--- src/rtl/button_conditioner_if.sv ---
`default_nettype none
// ============================================================================
// Module   : button_conditioner_if
// Brief    : Bundles the pushbutton conditioner's strobe, raw inputs and outputs.
// Revision : 1.0  initial release
// ============================================================================
interface button_conditioner_if #(
  parameter int NUM_BTN = 5
);
  logic               sample_en;
  logic [NUM_BTN-1:0] btn_in;
  logic [NUM_BTN-1:0] btn_level;
  logic [NUM_BTN-1:0] btn_pulse;
  logic               any_pressed;
  logic               collision;

  modport master (
    output sample_en, btn_in,
    input  btn_level, btn_pulse, any_pressed, collision
  );

  modport slave (
    input  sample_en, btn_in,
    output btn_level, btn_pulse, any_pressed, collision
  );
endinterface
`default_nettype wire

--- src/rtl/button_conditioner.sv ---
`default_nettype none
// ============================================================================
// Module   : button_conditioner
// Brief    : Synchronise, debounce and arbitrate five pushbuttons into a
//            one-hot single-cycle press vector. Define BUTTON_AUTO_REPEAT_EN
//            to add auto-repeat pulses for held REPEAT_MASK buttons.
// Revision : 1.0  initial release
// ============================================================================
module button_conditioner #(
  parameter int                 NUM_BTN        = 5,
  parameter int                 DEBOUNCE_TICKS = 4,
  parameter int                 REPEAT_DELAY   = 100,
  parameter int                 REPEAT_PERIOD  = 20,
  parameter logic [NUM_BTN-1:0] REPEAT_MASK    = 5'b11000
) (
  input  logic               clk,
  input  logic               reset,
  button_conditioner_if.slave bus
);
  localparam logic [7:0]         DB_LAST = 8'(DEBOUNCE_TICKS - 1);
  localparam logic [NUM_BTN-1:0] ONE     = NUM_BTN'(1);

  logic [NUM_BTN-1:0] sync1_q, sync2_q;
  logic [NUM_BTN-1:0] level_q, level_d;
  logic [NUM_BTN-1:0] prev_q;
  logic [7:0]         db_cnt_q [NUM_BTN];
  logic [7:0]         db_cnt_d [NUM_BTN];
  logic [NUM_BTN-1:0] rise, press, rep_req;
  logic [NUM_BTN-1:0] pulse_q, pulse_d;
  logic               any_q, any_d;
  logic               coll_q, coll_d;

  always_comb begin
    level_d = level_q;
    for (int i = 0; i < NUM_BTN; i++) begin
      db_cnt_d[i] = db_cnt_q[i];
      if (bus.sample_en) begin
        if (sync2_q[i] == level_q[i]) begin
          db_cnt_d[i] = '0;
        end else if (db_cnt_q[i] == DB_LAST) begin
          level_d[i]  = ~level_q[i];
          db_cnt_d[i] = '0;
        end else begin
          db_cnt_d[i] = db_cnt_q[i] + 8'd1;
        end
      end
    end
  end

  // x & -x isolates the lowest set bit, so the lowest index wins arbitration
  assign rise  = level_q & ~prev_q;
  assign press = rise & (~rise + ONE);

  always_comb begin
    pulse_d = (press != '0) ? press : rep_req;
    coll_d  = ((rise & (rise - ONE)) != '0);
    any_d   = |level_d;
  end

  always_ff @(posedge clk) begin
    if (reset) begin
      sync1_q <= '0;
      sync2_q <= '0;
      level_q <= '0;
      prev_q  <= '0;
      pulse_q <= '0;
      any_q   <= 1'b0;
      coll_q  <= 1'b0;
      for (int i = 0; i < NUM_BTN; i++) db_cnt_q[i] <= '0;
    end else begin
      sync1_q <= bus.btn_in;
      sync2_q <= sync1_q;
      level_q <= level_d;
      prev_q  <= level_q;
      pulse_q <= pulse_d;
      any_q   <= any_d;
      coll_q  <= coll_d;
      for (int i = 0; i < NUM_BTN; i++) db_cnt_q[i] <= db_cnt_d[i];
    end
  end

`ifdef BUTTON_AUTO_REPEAT_EN
  localparam logic [1:0]  ST_IDLE     = 2'd0;
  localparam logic [1:0]  ST_WAIT     = 2'd1;
  localparam logic [1:0]  ST_REPEAT   = 2'd2;
  localparam logic [15:0] DELAY_LAST  = 16'(REPEAT_DELAY - 1);
  localparam logic [15:0] PERIOD_LAST = 16'(REPEAT_PERIOD - 1);

  logic [1:0]         state_q, state_d;
  logic [15:0]        rep_cnt_q, rep_cnt_d;
  logic [NUM_BTN-1:0] rep_req_q, rep_req_d;
  logic               held_ok;
  logic               level_chg;

  assign held_ok   = (level_d != '0) && ((level_d & (level_d - ONE)) == '0) &&
                     ((level_d & REPEAT_MASK) != '0);
  assign level_chg = (level_d != level_q);

  always_ff @(posedge clk) begin
    if (reset) begin
      state_q   <= ST_IDLE;
      rep_cnt_q <= '0;
      rep_req_q <= '0;
    end else begin
      state_q   <= state_d;
      rep_cnt_q <= rep_cnt_d;
      rep_req_q <= rep_req_d;
    end
  end

  // Any level change re-evaluates from scratch, so a new one-hot hold restarts the delay
  always_comb begin
    state_d   = state_q;
    rep_cnt_d = rep_cnt_q;
    if (bus.sample_en) begin
      if (level_chg || state_q == ST_IDLE) begin
        state_d   = held_ok ? ST_WAIT : ST_IDLE;
        rep_cnt_d = '0;
      end else begin
        case (state_q)
          ST_WAIT: begin
            if (rep_cnt_q == DELAY_LAST) begin
              state_d   = ST_REPEAT;
              rep_cnt_d = '0;
            end else begin
              rep_cnt_d = rep_cnt_q + 16'd1;
            end
          end
          ST_REPEAT: begin
            rep_cnt_d = (rep_cnt_q == PERIOD_LAST) ? 16'd0 : rep_cnt_q + 16'd1;
          end
          default: begin
            state_d   = ST_IDLE;
            rep_cnt_d = '0;
          end
        endcase
      end
    end
  end

  always_comb begin
    rep_req_d = '0;
    if (bus.sample_en && !level_chg) begin
      if ((state_q == ST_WAIT   && rep_cnt_q == DELAY_LAST) ||
          (state_q == ST_REPEAT && rep_cnt_q == PERIOD_LAST)) begin
        rep_req_d = level_q;
      end
    end
  end

  assign rep_req = rep_req_q;
`else
  assign rep_req = '0;
`endif

  assign bus.btn_level   = level_q;
  assign bus.btn_pulse   = pulse_q;
  assign bus.any_pressed = any_q;
  assign bus.collision   = coll_q;

endmodule
`default_nettype wire

--- src/flat_wrapper.sv ---
// flat-port wrapper written by rule: the top's interface ports become plain ports
module button_conditioner_flat 
#(
  parameter int                 NUM_BTN        = 5,
  parameter int                 DEBOUNCE_TICKS = 4,
  parameter int                 REPEAT_DELAY   = 100,
  parameter int                 REPEAT_PERIOD  = 20,
  parameter logic [NUM_BTN-1:0] REPEAT_MASK    = 5'b11000
)
  (clk, reset, bus_sample_en, bus_btn_in, bus_btn_level, bus_btn_pulse, bus_any_pressed, bus_collision);
  button_conditioner_if #(.NUM_BTN(NUM_BTN)) bus_i ();
  input  logic clk;
  input  logic reset;
  input wire logic [$bits(bus_i.sample_en)-1:0] bus_sample_en;
  input wire logic [$bits(bus_i.btn_in)-1:0] bus_btn_in;
  output wire logic [$bits(bus_i.btn_level)-1:0] bus_btn_level;
  output wire logic [$bits(bus_i.btn_pulse)-1:0] bus_btn_pulse;
  output wire logic [$bits(bus_i.any_pressed)-1:0] bus_any_pressed;
  output wire logic [$bits(bus_i.collision)-1:0] bus_collision;
  assign bus_i.sample_en = bus_sample_en;
  assign bus_i.btn_in = bus_btn_in;
  assign bus_btn_level = bus_i.btn_level;
  assign bus_btn_pulse = bus_i.btn_pulse;
  assign bus_any_pressed = bus_i.any_pressed;
  assign bus_collision = bus_i.collision;
  button_conditioner #(.NUM_BTN(NUM_BTN), .DEBOUNCE_TICKS(DEBOUNCE_TICKS), .REPEAT_DELAY(REPEAT_DELAY), .REPEAT_PERIOD(REPEAT_PERIOD), .REPEAT_MASK(REPEAT_MASK)) u_core (.clk(clk), .reset(reset), .bus(bus_i));
endmodule
--- config.mk ---
export PLATFORM = sky130hd
export DESIGN_NAME = button_conditioner_flat
export DESIGN_NICKNAME = d
export VERILOG_FILES = /design/src/rtl/button_conditioner_if.sv /design/src/rtl/button_conditioner.sv /design/src/flat_wrapper.sv
export SDC_FILE = /design/constraint.sdc
export NUM_CORES = 1
export LEC_CHECK = 0
export ABC_AREA = 1
export CORE_ASPECT_RATIO = 0.5
export CORE_MARGIN = 8
export CORE_UTILIZATION = 45
export DETAILED_ROUTE_END_ITERATION = 8
export HOLD_SLACK_MARGIN = 0.03
export PLACE_DENSITY = 0.64
export SLEW_MARGIN = 20
export SYNTH_ARGS = -nofsm -noshare
export SYNTH_HDL_FRONTEND = slang
export SYNTH_SLANG_ARGS = --single-unit
--- constraint.sdc ---
create_clock -name clk -period 1.9 [get_ports clk]
set_input_delay 0.285 -clock clk [delete_from_list [all_inputs] [get_ports clk]]
set_output_delay 0.285 -clock clk [all_outputs]
set_load 0.005 [all_outputs]
==> reports/metrics.yaml <==
grt_pass1_wl_um: 10600
holdWs_ps: 402
antenna_found_initial: 0
finalSetupTns_ps: 0
yosys_warnings: 0
synth-async-reset-ratio_pct: 0
postCtsSetupRepairBufs: 0
routed_wl_um: 5890
max_freq_mhz: 631
clk_path_buf_depth: 2
slew_headroom_pct: 76.0
netlist_instances: 400
netlist-cell-type-count: 29
min_from: "u_core.sync1_q[3]$_SDFF_PP0_"
tightestPinTransition_ps: 356
die_y_um: 72.8
cts_tree: "done"
cts_buffers: 9
r2r_setup_slack_ps: 460
crit_family: "buffers and inverters"
first_global_vias: 2356
timing.rr.end: "u_core.bus.any_pressed$_SDFF_PP0_"
ys.flop_type: "dfxtp_1"
layout.nets: 441
p_per_area_nw_per_um2: 913
cp.arrival_ps: 1300
grt_use_total_pct: 14.3
synthSimpleGateAreaFrac_pct: 30.9
final_util_pct: 57.0
cts_hold_buf: 0
endpoint: "bus_btn_level[3]"
port_buffers: 19
start_util_pct: 47.1
path_buf_inv: 1
finalPower_mw: 3.21
syn_to_final_growth_pct: 21.1
num-fill-cells: 598
fin_area_um2: 3510
synth_xor_area_share_pct: 3.63
cp_cell_sequence: "clkdlybuf4s50_1"
regArea_um2: 1340
wire_per_inst_um: 11.3
mostFrequentLayoutCell: "nor2_1"
synth_area_per_cell_um2: 7.25
ir_drop_mv: 0.508
die-area_um2: 9420
vias: 2425
clock_latency_ps: 330
timing.rr.start: "u_core.db_cnt_q[0][32]$_SDFFE_PP0P_"
ios: 20
critPathKind: "reg2out"
place.gp.congestion: 0.846
synth_compound_area_share_pct: 7.55
p_leak_nw: 1.44
maxCapViolations: 0
synth_top_family_by_area: "simple AND/OR/NAND/NOR gates"
cp.required_ps: 1620
startpoint_type: "flop"
startpoint: "u_core.bus.btn_level[3]$_SDFF_PP0_"
slew_viol_final: 0
dpl_cell_area_um2: 3210
layout_common_cells: "nor2_1, nand2_1, dfxtp_1"
multi_input_area_um2: 1280
synthesis.nets: 413
drc: 0
cts.sinks: 67
htree_num_levels: 3
drive_gt1_share_pct: 7.85
num_rows: 20
clkTransAtPathRegs_ps: 50
max_stage_delay_ps: 540
cp_slowest_cell: "clkdlybuf4s50_1"
cp-end-kind: "output pin"
finClkSkew_ps: 3.88
period_share_pct: 83.4
rsz0062_at_grt: "false"
hold_violations: 0
reg2reg_depth: 10
final-setup-viol-count: 0
gr-total-overflow: 0
cts.repair.resized: 0
dpl.hpwl_um: 4330
num_antenna_cells: 0
path_max_fanout: 4
period_needed_ps: 1590
cts-root-buf: "clkbuf_16"
drtPass1Iterations: 5
ant_nets: 0
synth_edf_count: 0
grt_start_max_net_pins: 27
core_area_um2: 6160
ys_seq_elements: 67
seq_area_frac_synth_pct: 46.3
min_path_type: "reg2reg"
cp.depth: 1
syn_area_um2: 2900
synthAdderAreaFrac_pct: 2.16
synth_mux_area_share_pct: 0
drt_iter0_markers: 131
die_w_um: 130
outcome: "complete, no violations"
vias_per_cell: 4.65
==> cell usage after synthesis, types with 3 or more instances <==
cell      n  area, µm²
or2_0     3       18.8
nor2_2    5       31.3
o21ai_0  13       65.1
nor3_1   12       60.1
xor2_1   12        105
ha_1      5       62.6
nand4_1   9       56.3
buf_2     4       20.0
dfxtp_1  67       1340
inv_1    58        218
a21oi_1  27        135
nand3_1  19       95.1
nor3b_1   3       22.5
nand2_1  72        270
nor2_1   73        274
==> worst min-delay path by stage <==
stage	to	slack, ps	cells after the start
after floorplan	u_core.bus.btn_pulse[4]$_SDFF_PP0_	360	1
after global placement	u_core.sync2_q[2]$_SDFF_PP0_	390	2
after detailed placement	u_core.sync2_q[3]$_SDFF_PP0_	400	2
after CTS	u_core.sync2_q[3]$_SDFF_PP0_	400	2
after global routing	u_core.sync2_q[2]$_SDFF_PP0_	410	2
final	u_core.sync2_q[3]$_SDFF_PP0_	400	2
==> kinds of logic (layout without fill, tap and decap cells) <==
group           Yosys count  in the layout
compound gates           43             43
xor+xnor                 12             12
buf+inv                  69            102
fa+ha+maj                 5              5
simple gates            204            204
flops                    67             67
==> worst min-delay path, stage by stage (launching register included) <==
cell and delay, ps:
dfxtp_1 290, inv_1 40, nor2_1 30
==> flip-flops by register name, indices dropped and copies added (netlist names) <==
signal and cells:
u_core.db_cnt_q 40, u_core.bus.btn_level 5, u_core.bus.btn_pulse 5, u_core.prev_q 5, u_core.sync1_q 5, u_core.sync2_q 5, u_core.bus.any_pressed 1, u_core.bus.collision 1
==> metal layers <==
metal	part of all wire, %	up-vias	GRT usage (%)
li1	-	1310	-
met1	50	1067	17.3
met2	44	46	22.5
met3	5.6	2	6.20
met4	0.29	0	4.21
met5	0	-	0
==> final cells by class <==
| type | count | area share, % |
|---|---|---|
| Multi-Input combinational cell | 264 | 36.6 |
| Clock inverter | 5 | 1.50 |
| Sequential cell | 67 | 38.2 |
| Clock buffer | 11 | 6.92 |
| Inverter | 61 | 6.60 |
| Tap cell | 88 | 3.14 |
| Timing Repair Buffer | 25 | 7.06 |
==> power breakdown <==
group          switching (mW)  internal, mW  total (mW)
registers              0.0135          1.43        1.44
clock network           0.583          1.04        1.63
logic                  0.0839        0.0549       0.139
==> per-stage QoR <==
stage | std cells | worst slack, ps
finish | 521 | 315
global route | 521 | 154
CTS | 521 | 288
detailed placement | 505 | -6.54
global placement | 505 | 53.0
floorplan | 400 | 683
No activity file was read; power rests on OpenSTA's default activity.
